## config.mk

```make
export PLATFORM = sky130hd
export DESIGN_NAME = mul_arb_ctrl_flat
export DESIGN_NICKNAME = d
export VERILOG_FILES = /design/src/rtl/mul_arb_pkg.sv /design/src/rtl/mul_arb_ctrl_if.sv /design/src/rtl/mul_arb_ctrl_core.sv /design/src/rtl/mul_arb_ctrl.sv /design/src/flat_wrapper.sv
export SDC_FILE = /design/constraint.sdc
export NUM_CORES = 1
export LEC_CHECK = 0
export ABC_AREA = 1
export ABC_CLOCK_PERIOD_IN_PS = 2500
export CORE_UTILIZATION = 41
export CTS_CLUSTER_DIAMETER = 30
export DETAILED_ROUTE_END_ITERATION = 10
export GPL_TIMING_DRIVEN = 1
export PLACE_DENSITY = 0.9
export SYNTH_ARGS = -nofsm -noshare
export SYNTH_HDL_FRONTEND = slang
export SYNTH_SLANG_ARGS = --single-unit
```

## constraint.sdc

```tcl
create_clock -name clk -period 2.5 [get_ports clk]
set_clock_uncertainty 0.2 [all_clocks]
set_input_delay 0.25 -clock clk [delete_from_list [all_inputs] [get_ports clk]]
set_output_delay 0.25 -clock clk [all_outputs]
set_load 0.01 [all_outputs]
```

## src/rtl/mul_arb_pkg.sv

```systemverilog
// Shared types and sizing helpers for the shared shift-add multiplier controller.
package mul_arb_pkg;

   localparam int DEF_NREQ = 4;
   localparam int DEF_W    = 16;

   typedef enum logic [1:0] {
      ST_IDLE = 2'd0,
      ST_RUN  = 2'd1,
      ST_DONE = 2'd2
   } mul_state_e;

   function automatic int idw_of(input int nreq);
      return (nreq > 1) ? $clog2(nreq) : 1;
   endfunction

endpackage

```

## src/rtl/mul_arb_ctrl_if.sv

```systemverilog
// Request/response bundle between the DSP front-ends and the shared multiplier.
interface mul_arb_ctrl_if
   import mul_arb_pkg::*;
#(
   parameter int NREQ = DEF_NREQ,
   parameter int W    = DEF_W,
   parameter int IDW  = idw_of(NREQ)
);

   logic [NREQ-1:0]   req_valid;
   logic [NREQ-1:0]   req_ready;
   logic [NREQ*W-1:0] req_m;
   logic [NREQ*W-1:0] req_q;
   logic              rsp_valid;
   logic              rsp_ready;
   logic [2*W-1:0]    rsp_product;
   logic [IDW-1:0]    rsp_id;

   modport master (
      output req_valid, req_m, req_q, rsp_ready,
      input  req_ready, rsp_valid, rsp_product, rsp_id
   );

   modport slave (
      input  req_valid, req_m, req_q, rsp_ready,
      output req_ready, rsp_valid, rsp_product, rsp_id
   );

endinterface

```

## src/rtl/mul_arb_ctrl_core.sv

```systemverilog
// Sequential W-step shift-add multiplier; product holds after the last step.
module shift_add_mul_core
   import mul_arb_pkg::*;
#(
   parameter int W = DEF_W
)
(
   input  logic           clk,
   input  logic           n_rst,
   input  logic           start,
   input  logic [W-1:0]   m,
   input  logic [W-1:0]   q,
   output logic           busy,
   output logic           done_pulse,
   output logic [2*W-1:0] product
);

   localparam int            CW    = $clog2(W + 1);
   localparam logic [CW-1:0] STEPS = CW'(W);
   localparam logic [CW-1:0] LAST  = CW'(1);

   logic [W-1:0]  m_reg;
   logic [W-1:0]  a_reg;
   logic [W-1:0]  q_reg;
   logic [CW-1:0] step_cnt;
   logic [W:0]    sum;

   assign busy       = (step_cnt != '0);
   assign done_pulse = busy && (step_cnt == LAST);
   assign product    = {a_reg, q_reg};

   // Carry lives in sum[W] and is shifted straight into A's MSB, so it never needs its own flop.
   assign sum = {1'b0, a_reg} + (q_reg[0] ? {1'b0, m_reg} : {(W+1){1'b0}});

   always_ff @(posedge clk or negedge n_rst) begin
      if (!n_rst) begin
         m_reg    <= '0;
         a_reg    <= '0;
         q_reg    <= '0;
         step_cnt <= '0;
      end else if (start) begin
         m_reg    <= m;
         a_reg    <= '0;
         q_reg    <= q;
         step_cnt <= STEPS;
      end else if (busy) begin
         a_reg    <= sum[W:1];
         q_reg    <= {sum[0], q_reg[W-1:1]};
         step_cnt <= step_cnt - LAST;
      end
   end

endmodule

```

## src/rtl/mul_arb_ctrl.sv

```systemverilog
// Arbitrates NREQ requesters onto one shift-add multiplier and returns tagged products.
// Define MUL_ARB_RR_EN for round-robin arbitration; default is fixed priority (lowest index).
//
//   state | meaning
//   IDLE  | waiting for a request; req_ready asserted combinationally for the grant
//   RUN   | core iterating W shift-add steps
//   DONE  | product valid, held until rsp_ready
module mul_arb_ctrl
   import mul_arb_pkg::*;
#(
   parameter int NREQ = DEF_NREQ,
   parameter int W    = DEF_W,
   parameter int IDW  = idw_of(NREQ)
)
(
   input  logic         clk,
   input  logic         n_rst,
   mul_arb_ctrl_if.slave bus
);

   localparam logic [1:0] S_IDLE = ST_IDLE;
   localparam logic [1:0] S_RUN  = ST_RUN;
   localparam logic [1:0] S_DONE = ST_DONE;

   logic [1:0]      state;
   logic [IDW-1:0]  grant_idx;
   logic            grant_any;
   logic [IDW-1:0]  tag_reg;
   logic            start;
   logic            busy;
   logic            done_pulse;
   logic [W-1:0]    sel_m;
   logic [W-1:0]    sel_q;
   logic [NREQ-1:0] ready_vec;
   logic [2*W-1:0]  core_product;

`ifdef MUL_ARB_RR_EN
   logic [IDW-1:0] rr_ptr;

   always_comb begin
      grant_any = 1'b0;
      grant_idx = '0;
      for (int k = 1; k <= NREQ; k++) begin
         if (!grant_any && bus.req_valid[(int'(rr_ptr) + k) % NREQ]) begin
            grant_any = 1'b1;
            grant_idx = IDW'((int'(rr_ptr) + k) % NREQ);
         end
      end
   end

   // Reset pointer at the last index so requester 0 wins the first search.
   always_ff @(posedge clk or negedge n_rst) begin
      if (!n_rst)
         rr_ptr <= IDW'(NREQ - 1);
      else if (start)
         rr_ptr <= grant_idx;
   end
`else
   always_comb begin
      grant_any = 1'b0;
      grant_idx = '0;
      for (int i = NREQ - 1; i >= 0; i--) begin
         if (bus.req_valid[i]) begin
            grant_any = 1'b1;
            grant_idx = IDW'(i);
         end
      end
   end
`endif

   assign start = (state == S_IDLE) && grant_any && !busy;
   assign sel_m = bus.req_m[int'(grant_idx)*W +: W];
   assign sel_q = bus.req_q[int'(grant_idx)*W +: W];

   always_comb begin
      ready_vec = '0;
      if (start)
         ready_vec[grant_idx] = 1'b1;
   end

   always_ff @(posedge clk or negedge n_rst) begin
      if (!n_rst) begin
         state   <= S_IDLE;
         tag_reg <= '0;
      end else begin
         case (state)
            S_IDLE: begin
               if (start) begin
                  state   <= S_RUN;
                  tag_reg <= grant_idx;
               end
            end
            S_RUN: begin
               if (done_pulse)
                  state <= S_DONE;
            end
            S_DONE: begin
               if (bus.rsp_ready)
                  state <= S_IDLE;
            end
            default: state <= S_IDLE;
         endcase
      end
   end

   shift_add_mul_core #(.W(W)) u_core (
      .clk        (clk),
      .n_rst      (n_rst),
      .start      (start),
      .m          (sel_m),
      .q          (sel_q),
      .busy       (busy),
      .done_pulse (done_pulse),
      .product    (core_product)
   );

   assign bus.req_ready   = ready_vec;
   assign bus.rsp_valid   = (state == S_DONE);
   assign bus.rsp_product = core_product;
   assign bus.rsp_id      = tag_reg;

endmodule
```

## src/flat_wrapper.sv

```systemverilog
// flat-port wrapper written by rule: the top's interface ports become plain ports
module mul_arb_ctrl_flat import mul_arb_pkg::*;
#(
   parameter int NREQ = DEF_NREQ,
   parameter int W    = DEF_W,
   parameter int IDW  = idw_of(NREQ)
)
  (clk, n_rst, bus_req_valid, bus_req_m, bus_req_q, bus_rsp_ready, bus_req_ready, bus_rsp_valid, bus_rsp_product, bus_rsp_id);
  mul_arb_ctrl_if #(.NREQ(NREQ), .W(W), .IDW(IDW)) bus_i ();
  input  logic clk;
  input  logic n_rst;
  input wire logic [$bits(bus_i.req_valid)-1:0] bus_req_valid;
  input wire logic [$bits(bus_i.req_m)-1:0] bus_req_m;
  input wire logic [$bits(bus_i.req_q)-1:0] bus_req_q;
  input wire logic [$bits(bus_i.rsp_ready)-1:0] bus_rsp_ready;
  output wire logic [$bits(bus_i.req_ready)-1:0] bus_req_ready;
  output wire logic [$bits(bus_i.rsp_valid)-1:0] bus_rsp_valid;
  output wire logic [$bits(bus_i.rsp_product)-1:0] bus_rsp_product;
  output wire logic [$bits(bus_i.rsp_id)-1:0] bus_rsp_id;
  assign bus_i.req_valid = bus_req_valid;
  assign bus_i.req_m = bus_req_m;
  assign bus_i.req_q = bus_req_q;
  assign bus_i.rsp_ready = bus_rsp_ready;
  assign bus_req_ready = bus_i.req_ready;
  assign bus_rsp_valid = bus_i.rsp_valid;
  assign bus_rsp_product = bus_i.rsp_product;
  assign bus_rsp_id = bus_i.rsp_id;
  mul_arb_ctrl #(.NREQ(NREQ), .W(W), .IDW(IDW)) u_core (.clk(clk), .n_rst(n_rst), .bus(bus_i));
endmodule
```

; ---- Word level (Yosys, flattened, before mapping)
; Cells that the tools add are included.
[op_classes]
eq_ne = 6
n_addsub = 2
n_reduce_logical = 10
shifts = 2
muxes = 22
n_lt_le_gt_ge = 2
[op_table]
columns = op, count
row1 = $shiftx 64x7->16, 2
row2 = $mux 16, 5
row3 = $add 16x16->17, 1
row4 = $mux 2, 7
row5 = $mux 5, 2
row6 = $ne 2x2->1 const B, 3
row7 = $pmux 2 s3, 1
row8 = $eq 5x1->1 const B, 1
row9 = $mux 1, 5
row10 = $reduce_bool 5->1, 1
row11 = $sub 5x1->5 const B, 1
row12 = $logic_and 1x1->1, 4
row13 = $mux 4, 1
row14 = $lt 2x3->1 const B, 1
row15 = $reduce_and 3->1, 1
row16 = $demux 1 s2, 1
row17 = $eq 2x1->1 const B, 1
row18 = $eq 2x2->1 const B, 1
row19 = $ge 2x1->1 const B, 1
row20 = $logic_not 2->1, 1
row21 = $reduce_and 2->1, 1
row22 = $reduce_bool 2->1, 1
row23 = $logic_not 1->1, 1
[totals]
reg_bits = 57
output_inout_bits = 39
word_cells = 50
inputBits = 135

; ---- Depth between registers and ports, before layout
; Gate-level depths: netlist (run 1).
[depth]
depth_word = 9
ltp_mapped = 15

; ---- Cells and area by module
; A second synthesis (run 1) with hierarchy kept.
[unflattened]
cells_unflattened = 840
hier_area_um2 = 5561.6
[by_module_without_submodules]
columns = module, area_each_um2, seq_area_each_um2, cells_each, instances
row1 = shift_add_mul_core, 3315.7, 1326.3, 455, 1
row2 = mul_arb_ctrl, 2245.9, 100.1, 385, 1

; ---- Worst setup path after synthesis (run 1)
; No wires, ideal clock.
[synth_path]
path_kind = register -> register
start = register u_core.u_core.q_reg[0]
end = register u_core.u_core.a_reg[15]
setup_ps = 117
t_arrival_ps = 2077
path_stages_with_launch = 16
synth_period_minus_slack_ps = 2394
path_slack_ps = 106
cell_sequence = dfrtp_1 clkbuf_1 clkbuf_1 nand2_1 inv_1 ha_1 fa_1 nand2_1 nand2_1 and2_1 nand2_1 nand2_1 nand3_1 nand2_1 nand2_1 nand2_1
[synth_between]
elab_chain_len = 4
[synth_rtl]
columns = element, line_no
row1 = "start, declared", mul_arb_ctrl_core.sv:24  ; logic [W-1:0] q_reg;
row2 = "start signal, assigned", mul_arb_ctrl_core.sv:44  ; q_reg <= q;
row3 = "start signal, assigned", mul_arb_ctrl_core.sv:48  ; q_reg <= {sum[0], q_reg[W-1:1]};
row4 = $mux 16, mul_arb_ctrl_core.sv:33  ; assign sum = {1'b0, a_reg} + (q_reg[0] ? {1'b0, m_reg} : {(W+1){1'b0}});
row5 = $add 16x16->17, mul_arb_ctrl_core.sv:33
row6 = $mux 16, mul_arb_ctrl_core.sv:46  ; end else if (busy) begin
row7 = $mux 16, mul_arb_ctrl_core.sv:41  ; end else if (start) begin
row8 = "end signal, assigned", mul_arb_ctrl_core.sv:47  ; a_reg <= sum[W:1];
row9 = "end, declared", mul_arb_ctrl_core.sv:23  ; logic [W-1:0] a_reg;
; No other way between the ends. The select of a mux whose other input is x is not followed.
; A chain may end at the register's enable or synchronous reset.

; ---- Final worst setup path (run 1)
[layout_path]
start = register u_core.u_core.step_cnt[0]
end = output bus_req_ready[1]
[layout_between]
elab_chain_len = 4
[layout_rtl]
columns = element, line_no
row1 = "start, declared", mul_arb_ctrl_core.sv:25  ; logic [CW-1:0] step_cnt;
row2 = "start signal, assigned", mul_arb_ctrl_core.sv:49  ; step_cnt <= step_cnt - LAST;
row3 = $reduce_bool 5->1, mul_arb_ctrl_core.sv:28  ; assign busy = (step_cnt != '0);
row4 = $logic_not 1->1, mul_arb_ctrl.sv:71  ; assign start = (state == S_IDLE) && grant_any && !busy;
row5 = $logic_and 1x1->1, mul_arb_ctrl.sv:71
row6 = $mux 4, mul_arb_ctrl.sv:77  ; if (start)
row7 = "end, declared", flat_wrapper.sv:16  ; output wire logic [$bits(bus_i.req_ready)-1:0] bus_req_ready;
; No other way between the ends.

==> impl_metrics.csv, run 1 <==
group,metric,value,unit
clocking,clk_pin_slew,0.07,ns
run_status,status,"finished clean",
global_routing,antenna_found_initial,0,
floorplanning,dieWidth,107,um
yosys,yosysWarnings,0,
yosys,ys_top_cells_by_count,"279 x nand2_1, 94 x inv_1, 85 x nand3_1",
critical_path,crit_path_start_kind,"register",
sta,tightest_slew,0.703,ns
critical_path,worstReg2RegStart,"u_core.u_core.q_reg[0]",
yosys,async_flop_share,1.00,
yosys,synthSimpleGateAreaFrac,0.400,
critical_path,crit_path_end_kind,"output pin",
clocking,cts_num_sinks,57,
routing,avgViaCountPerCell,5.04,
finish,utilization,0.610,
routing,drt_iter0_drc,335,
routing,vias,5165,
sta,slew-limit-headroom,0.531,
sta,hold_viol,0,
yosys,synthCells,708,
placed_design,numPortBuffers,173,
yosys,synth.most_common_cell,"nand2_1",
yosys,synth.distinct_cells,33,
run,max-cap-violations,0,
sta,rsz0062_at_grt,"no",
critical_path,critical_path_required,2.05,ns
critical_path,critPathArrivalTime,1.87,ns
floorplanning,ios,174,
yosys,synthAdderAreaFrac,0.0569,
clocking,cts_setup_buffers,0,
yosys,syn_avg_cell_area,6.40,sq um
yosys,synth-compound-area-share,0.0919,
placed_design,hpwlAfterDp,10800,um
routing,final_antenna_net_count,0,
critical_path,setup.worst_path.class,"reg2out",
global_routing,grt_first_pass_wirelength,22200,um
yosys,syn_area,4530,sq um
placed_design,pre_cts_ws,0.00144,ns
yosys,synth_top_area_share,0.315,
yosys,synth_area_leaders,"dfrtp_1 31%, nand2_1 23%, nand3_1 9.4%",
global_routing,grt_start_max_net_pins,50,
sta,setup_tns,0,ns
sta,timing.fmax,431,MHz
finish,multi_input_area,2530,sq um
finish,n_antenna_cell,0,
routing,drc,0,
min_path,hp-class,"in2async",
yosys,synth_xor_area_frac,0.00966,
placed_design,gp_congestion,0.858,
yosys,synth_edf_count,0,
finish,nFillCells,947,
clocking,clockBufferDepth,2,
finish,fin_nets,1034,
global_routing,grt_use_total,0.248,
critical_path,crit_fanout,13,
finish,regArea,1430,sq um
yosys,synth_top_family_by_area,"simple AND/OR/NAND/NOR gates",
yosys,ys.flop_type,"dfrtp_1",
routing,wire_per_inst,13.6,um
power,ir_worst_vdd,566,uV
power,p_per_area,928,nW/um^2
clocking,cts_buffers,9,
critical_path,critPathLaunch,"u_core.u_core.step_cnt[0]",
yosys,ys_seq_area_frac,0.315,
yosys,ys_seq_elements,57,
floorplanning,fp.dieArea,11500,sq um
sta,post-route-period-util,0.928,
global_routing,grt_pass1_vias,4784,
floorplanning,start_util,0.420,
power,power_leakage,3.39,nW
routing,drt-total-wl,13900,um
sta,setup_violations,0,
yosys,yosys.area.top_type,"dfrtp_1",
floorplanning,die_y,107,um
routing,drt_first_pass_iters,6,
yosys,synth_mux_area_frac,0,
global_routing,grt.overflow.total,0,
finish,syn_to_final_growth,45.4,%
floorplanning,rows,38,
sta,fin_ws,0.181,ns
sta,drv_slew,0,
yosys,syn_nets,863,
floorplanning,core_area,10800,sq um
clocking,root_buffer,"clkbuf_8",
clocking,clk_latency,0.34,ns
clocking,cts_max_level,3,
clocking,tritoncts,"done",
finish,layout-drive-gt1-share,0.0645,
sta,period_needed,2.32,ns
routing by layer:
| layer | up-vias | share of wire | track usage |
|---|---|---|---|
| met4 | 0 | 0.030 | 0.103 |
| li1 | 2606 | - | - |
| met3 | 34 | 0.070 | 0.0511 |
| met1 | 2311 | 0.42 | 0.307 |
| met5 | - | 0 | 0 |
| met2 | 214 | 0.48 | 0.420 |
kinds of logic (layout without fill, tap and decap cells):
family,after synthesis,count (layout)
DFF,57,57
AOI/OAI and AO/OA,77,77
adders and majority gates,20,20
xor gates and xnor gates,5,5
buffers and inverters,133,309
and+or+nand+nor,416,416
what timing repair did:
action,CTS,global route
resized for setup,4,0
endpoints found under the hold margin,29,0
hold buffers,1,0
setup endpoints to repair,4,0
metrics by stage:
step | area (sq um) | cells | total power (W) | hold WS [ns]
finish | 6590 | 1024 | 0.00612 | 0.285
global route | 6590 | 1024 | 0.00665 | 0.305
CTS | 6590 | 1024 | 0.00612 | 0.286
detailed placement | 6390 | 1007 | 0.00522 | 0.141
global placement | 6390 | 1007 | 0.00512 | 0.136
floorplan | 4530 | 708 | 0.00388 | -0.246
power breakdown:
group | internal (W) | switching [W] | total, W
clock network | 0.000480 | 0.000385 | 0.000865
registers | 0.00139 | 0.000343 | 0.00173
logic | 0.00160 | 0.00191 | 0.00352
total | 0.00347 | 0.00264 | 0.00612
cell usage in the layout (no fill, tap or decap), types with 2 or more instances in the layout:
cell type	synthesis	final
nor2_1	13	13
o22ai_1	16	16
nand3b_1	2	2
clkdlybuf4s50_1	0	168
dlygate4sd2_1	0	4
nor3_2	4	4
clkinv_2	0	4
o21ai_1	18	18
xnor2_1	4	4
clkbuf_8	0	10
o21ai_0	12	12
nand3_1	85	85
nand2_1	279	279
nor2_4	3	3
nor2_2	3	3
inv_1	94	94
buf_4	4	18
inv_2	6	6
a21oi_1	27	27
nand4_1	18	18
dfrtp_1	57	57
ha_1	19	19
nor3_1	4	4
worst max-delay path, stage by stage (launching register included):
cell,delay [ns]
dfrtp_1,0.38
inv_1,0.12
ha_1,0.18
nand3_2,0.12
nor2_4,0.14
inv_2,0.11
nor3_2,0.15
dlygate4sd2_1,0.33
path summary, 6_finish.rpt:
kind	endpoint	slack, ns	cells past startpoint
hold reg to reg	u_core.u_core.m_reg[13]	0.29	2
min in group clk	u_core.u_core.m_reg[13]	0.29	2
setup reg to reg	u_core.u_core.a_reg[11]	0.22	11
hold / removal	u_core.u_core.a_reg[13]	0.29	2
setup / recovery	bus_req_ready[1]	0.18	7
max in group asynchronous	u_core.u_core.q_reg[1]	1.12	3
area by class of cell:
cell class | instances | share of cell area
well taps | 140 | 0.0266
multi-input cells | 518 | 0.384
repair buffers | 193 | 0.286
flip-flops and latches | 57 | 0.216
inverters | 100 | 0.0570
clock inverters | 6 | 0.00874
clock buffers | 10 | 0.0209
Note: power is estimated with default switching activity, not from simulation.
==> run 2, diff against run 1 <==
Settings changed: ABC_AREA 1 to not set, CORE_UTILIZATION 41 to 39, PLACE_DENSITY 0.9 to 0.89.
==> run 2 against run 1 <==
The flow now finishes with violations (negative setup slack). Total power up 6.8%. Maximum frequency down 12%. Core utilization grew 2.5 points. Via count is 14% lower. Worst setup slack got worse by 0.31 ns. Critical path depth is 2 higher. Critical endpoint is now u_core.u_core.a_reg[15]. Largest cell class unchanged. Largest power group unchanged. Highest routed layer unchanged.
==> impl_metrics.csv, run 2 <==
group,metric,value,unit
sta,period_needed,2.63,ns
yosys,ys_top_cells_by_count,"60 x nand2_1, 57 x dfrtp_1, 41 x o21ai_0",
routing,final_antenna_net_count,0,
yosys,ys.flop_type,"dfrtp_1",
critical_path,worstReg2RegStart,"u_core.u_core.q_reg[0]",
sta,fin_ws,-0.130,ns
yosys,synth_edf_count,0,
clocking,clk_pin_slew,0.08,ns
sta,hold_viol,0,
power,seq_power_share,0.277,
finish,mostFrequentLayoutCell,"clkdlybuf4s50_1",
sta,rsz0062_at_grt,"yes",
sta,drv_slew,0,
finish,n_antenna_cell,0,
global_routing,antenna_found_initial,0,
yosys,yosysWarnings,0,
finish,final_cell_mix,"169 x clkdlybuf4s50_1, 59 x nand2_1, 55 x dfrtp_1",
critical_path,rr_worst_depth,9,
floorplanning,fp.dieArea,10500,sq um
critical_path,crit_fanout,6,
finish,layout.cells.non_filler,759,
global_routing,grt.overflow.total,0,
placed_design,gp_congestion,0.908,
sta,setup_tns,-0.391,ns
floorplanning,dieWidth,102,um
yosys,synth.distinct_cells,50,
floorplanning,rows,36,
power,combPwrFrac,0.576,
routing,drt_iter0_drc,296,
sta,timing.fmax,380,MHz
finish,fin_area,6210,sq um
routing,drt_first_pass_iters,5,
floorplanning,die_y,102,um
run_status,status,"finished, violations left",
power,clockPowerShare,0.148,
yosys,synth.most_common_cell,"nand2_1",
placed_design,numPortBuffers,173,
sta,tightest_slew,0.714,ns
global_routing,grt_pass1_vias,4288,
critical_path,critPathArrivalTime,2.65,ns
power,p_total,0.00653,W
floorplanning,start_util,0.401,
sta,post-route-period-util,1.05,
routing,drt-total-wl,13600,um
clocking,clk_latency,0.35,ns
global_routing,grt_use_total,0.252,
routing,avgViaCountPerCell,5.82,
yosys,syn_nets,603,
clocking,clockBufferDepth,2,
yosys,syn_avg_cell_area,8.75,sq um
placed_design,placed_cells,738,
global_routing,grt_start_max_net_pins,58,
power,switchingPower,0.00274,W
power,swShare,0.420,
critical_path,worstReg2RegEnd,"u_core.u_core.a_reg[15]",
min_path,holdPathEnd,"u_core.bus.rsp_id[0]",
yosys,synth_area_leaders,"dfrtp_1 36%, a22oi_1 6.1%, ha_1 6.1%",
floorplanning,ios,174,
global_routing,grt_first_pass_wirelength,20200,um
min_path,hp-class,"reg2reg",
min_path,hold_depth,2,
clocking,cts_num_sinks,57,
yosys,ys_seq_area_frac,0.364,
yosys,async_flop_share,1.00,
power,p_int,0.00379,W
clocking,cts_buffers,9,
power,ir_worst_vdd,466,uV
critical_path,crit_path_start_kind,"register",
sta,setup_violations,4,
critical_path,r2r_slack,-0.13,ns
finish,layout-drive-gt1-share,0.117,
routing,drc,0,
power,p_per_area,1050,nW/um^2
clocking,root_buffer,"clkbuf_8",
run,max-cap-violations,0,
min_path,hold_start,"u_core.bus.rsp_id[0]",
critical_path,crit_path_end_kind,"register",
yosys,yosys.area.top_type,"dfrtp_1",
floorplanning,core_area,9770,sq um
run_status,violations,"negative setup slack",
yosys,synth_top_area_share,0.364,
critical_path,setup.worst_path.class,"reg2reg",
critical_path,critical_path_required,2.52,ns
yosys,synthCells,448,
clocking,tritoncts,"done",
finish,syn_to_final_growth,58.6,%
yosys,syn_area,3920,sq um
routing,wire_per_inst,17.9,um
clocking,cts_max_level,3,
placed_design,pre_cts_ws,-0.0682,ns
yosys,ys_seq_elements,57,
placed_design,hpwlAfterDp,9960,um
routing,vias,4420,
finish,fin_nets,776,
sta,slew-limit-headroom,0.524,
power,power_leakage,2.63,nW
placed_design,postPlaceCellArea,5830,sq um
## run 2: cell types whose count changed in the layout (fill, tap and decap cells not counted), sizes merged, moves of 10 or more
| cell | previous run | this run |
|---|---|---|
| a21oi | 28 | 18 |
| a221oi | 0 | 16 |
| a22o | 1 | 18 |
| a22oi | 0 | 32 |
| and2 | 1 | 18 |
| inv | 100 | 5 |
| nand2 | 280 | 60 |
| nand3 | 86 | 3 |
| nand4 | 18 | 2 |
| o211ai | 0 | 18 |
| o21ai | 30 | 70 |
| o22ai | 16 | 1 |
## run 2: worst max-delay path by stage
stage | startpoint | end | slack (ns) | depth (start not counted)
finish | u_core.u_core.q_reg[0] | u_core.u_core.a_reg[15] | -0.13 | 9
global route | u_core.u_core.q_reg[0] | u_core.u_core.a_reg[15] | -0.29 | 9
CTS | u_core.u_core.q_reg[0] | u_core.u_core.a_reg[7] | 0.01 | 10
detailed placement | u_core.u_core.q_reg[0] | u_core.u_core.a_reg[11] | -0.07 | 9
global placement | bus_req_valid[1] | bus_req_ready[2] | 0.09 | 5
floorplan | u_core.u_core.q_reg[0] | u_core.u_core.a_reg[15] | 0.01 | 10
## run 2: final cells by class
type / instances / area, sq um
Fill cell: 786 / 3560
Multi-Input combinational cell: 351 / 2450
Timing Repair Buffer: 197 / 1930
Sequential cell: 57 / 1430
Tap cell: 133 / 166
Clock buffer: 9 / 124
Clock inverter: 7 / 95.1
Inverter: 5 / 18.8
## run 2: cells by family after synthesis
logic type / count (synthesis) / synth area share
DFF: 57 / 0.364
AOI/OAI and AO/OA: 199 / 0.352
adders and majority gates: 20 / 0.0658
and+or+nand+nor: 116 / 0.138
xor gates and xnor gates: 13 / 0.0291
buffers and inverters: 40 / 0.0437
muxes: 3 / 0.00766
## run 2: metal layers
metal / part of all wire / GRT usage / up-vias
met2: 0.50 / 0.436 / 230
met3: 0.062 / 0.0506 / 53
met1: 0.39 / 0.287 / 2111
li1: - / - / 2026
met5: 0 / 0 / -
met4: 0.047 / 0.155 / 0
## run 2: timing repair
action	in CTS	in global routing
hold buffers	1	0
hold endpoints to repair	57	0
pin swaps	3	15
resized for setup	5	28
setup buffers	2	2
endpoints found under the setup margin	7	13
## run 2: power groups by stage
| stage | clock network, W | logic (W) | registers (W) |
|---|---|---|---|
| 5_1_grt | 0.00101 | 0.00405 | 0.00186 |
| 2_1_floorplan | 0 | 0.00197 | 0.00179 |
| 6_report | 0.000964 | 0.00376 | 0.00181 |
| 3_3_place_gp | 0 | 0.00320 | 0.00176 |
| 4_1_cts | 0.000967 | 0.00344 | 0.00177 |
| 3_5_place_dp | 0 | 0.00338 | 0.00178 |
## run 2: per-stage QoR
stage,util,hold slack (ns)
final,0.636,0.277
after global routing,0.636,0.307
after CTS,0.622,0.281
after detailed placement,0.597,0.234
after global placement,0.597,0.238
after floorplan,-,-0.246
## run 2: critical path: stages (launching register included)
cell	delay, ns
dfrtp_2	0.44
clkbuf_2	0.13
and2_1	0.16
ha_1	0.29
a21o_1	0.19
a31oi_1	0.24
o211ai_1	0.23
or2_1	0.31
a31oi_1	0.21
o22ai_1	0.11
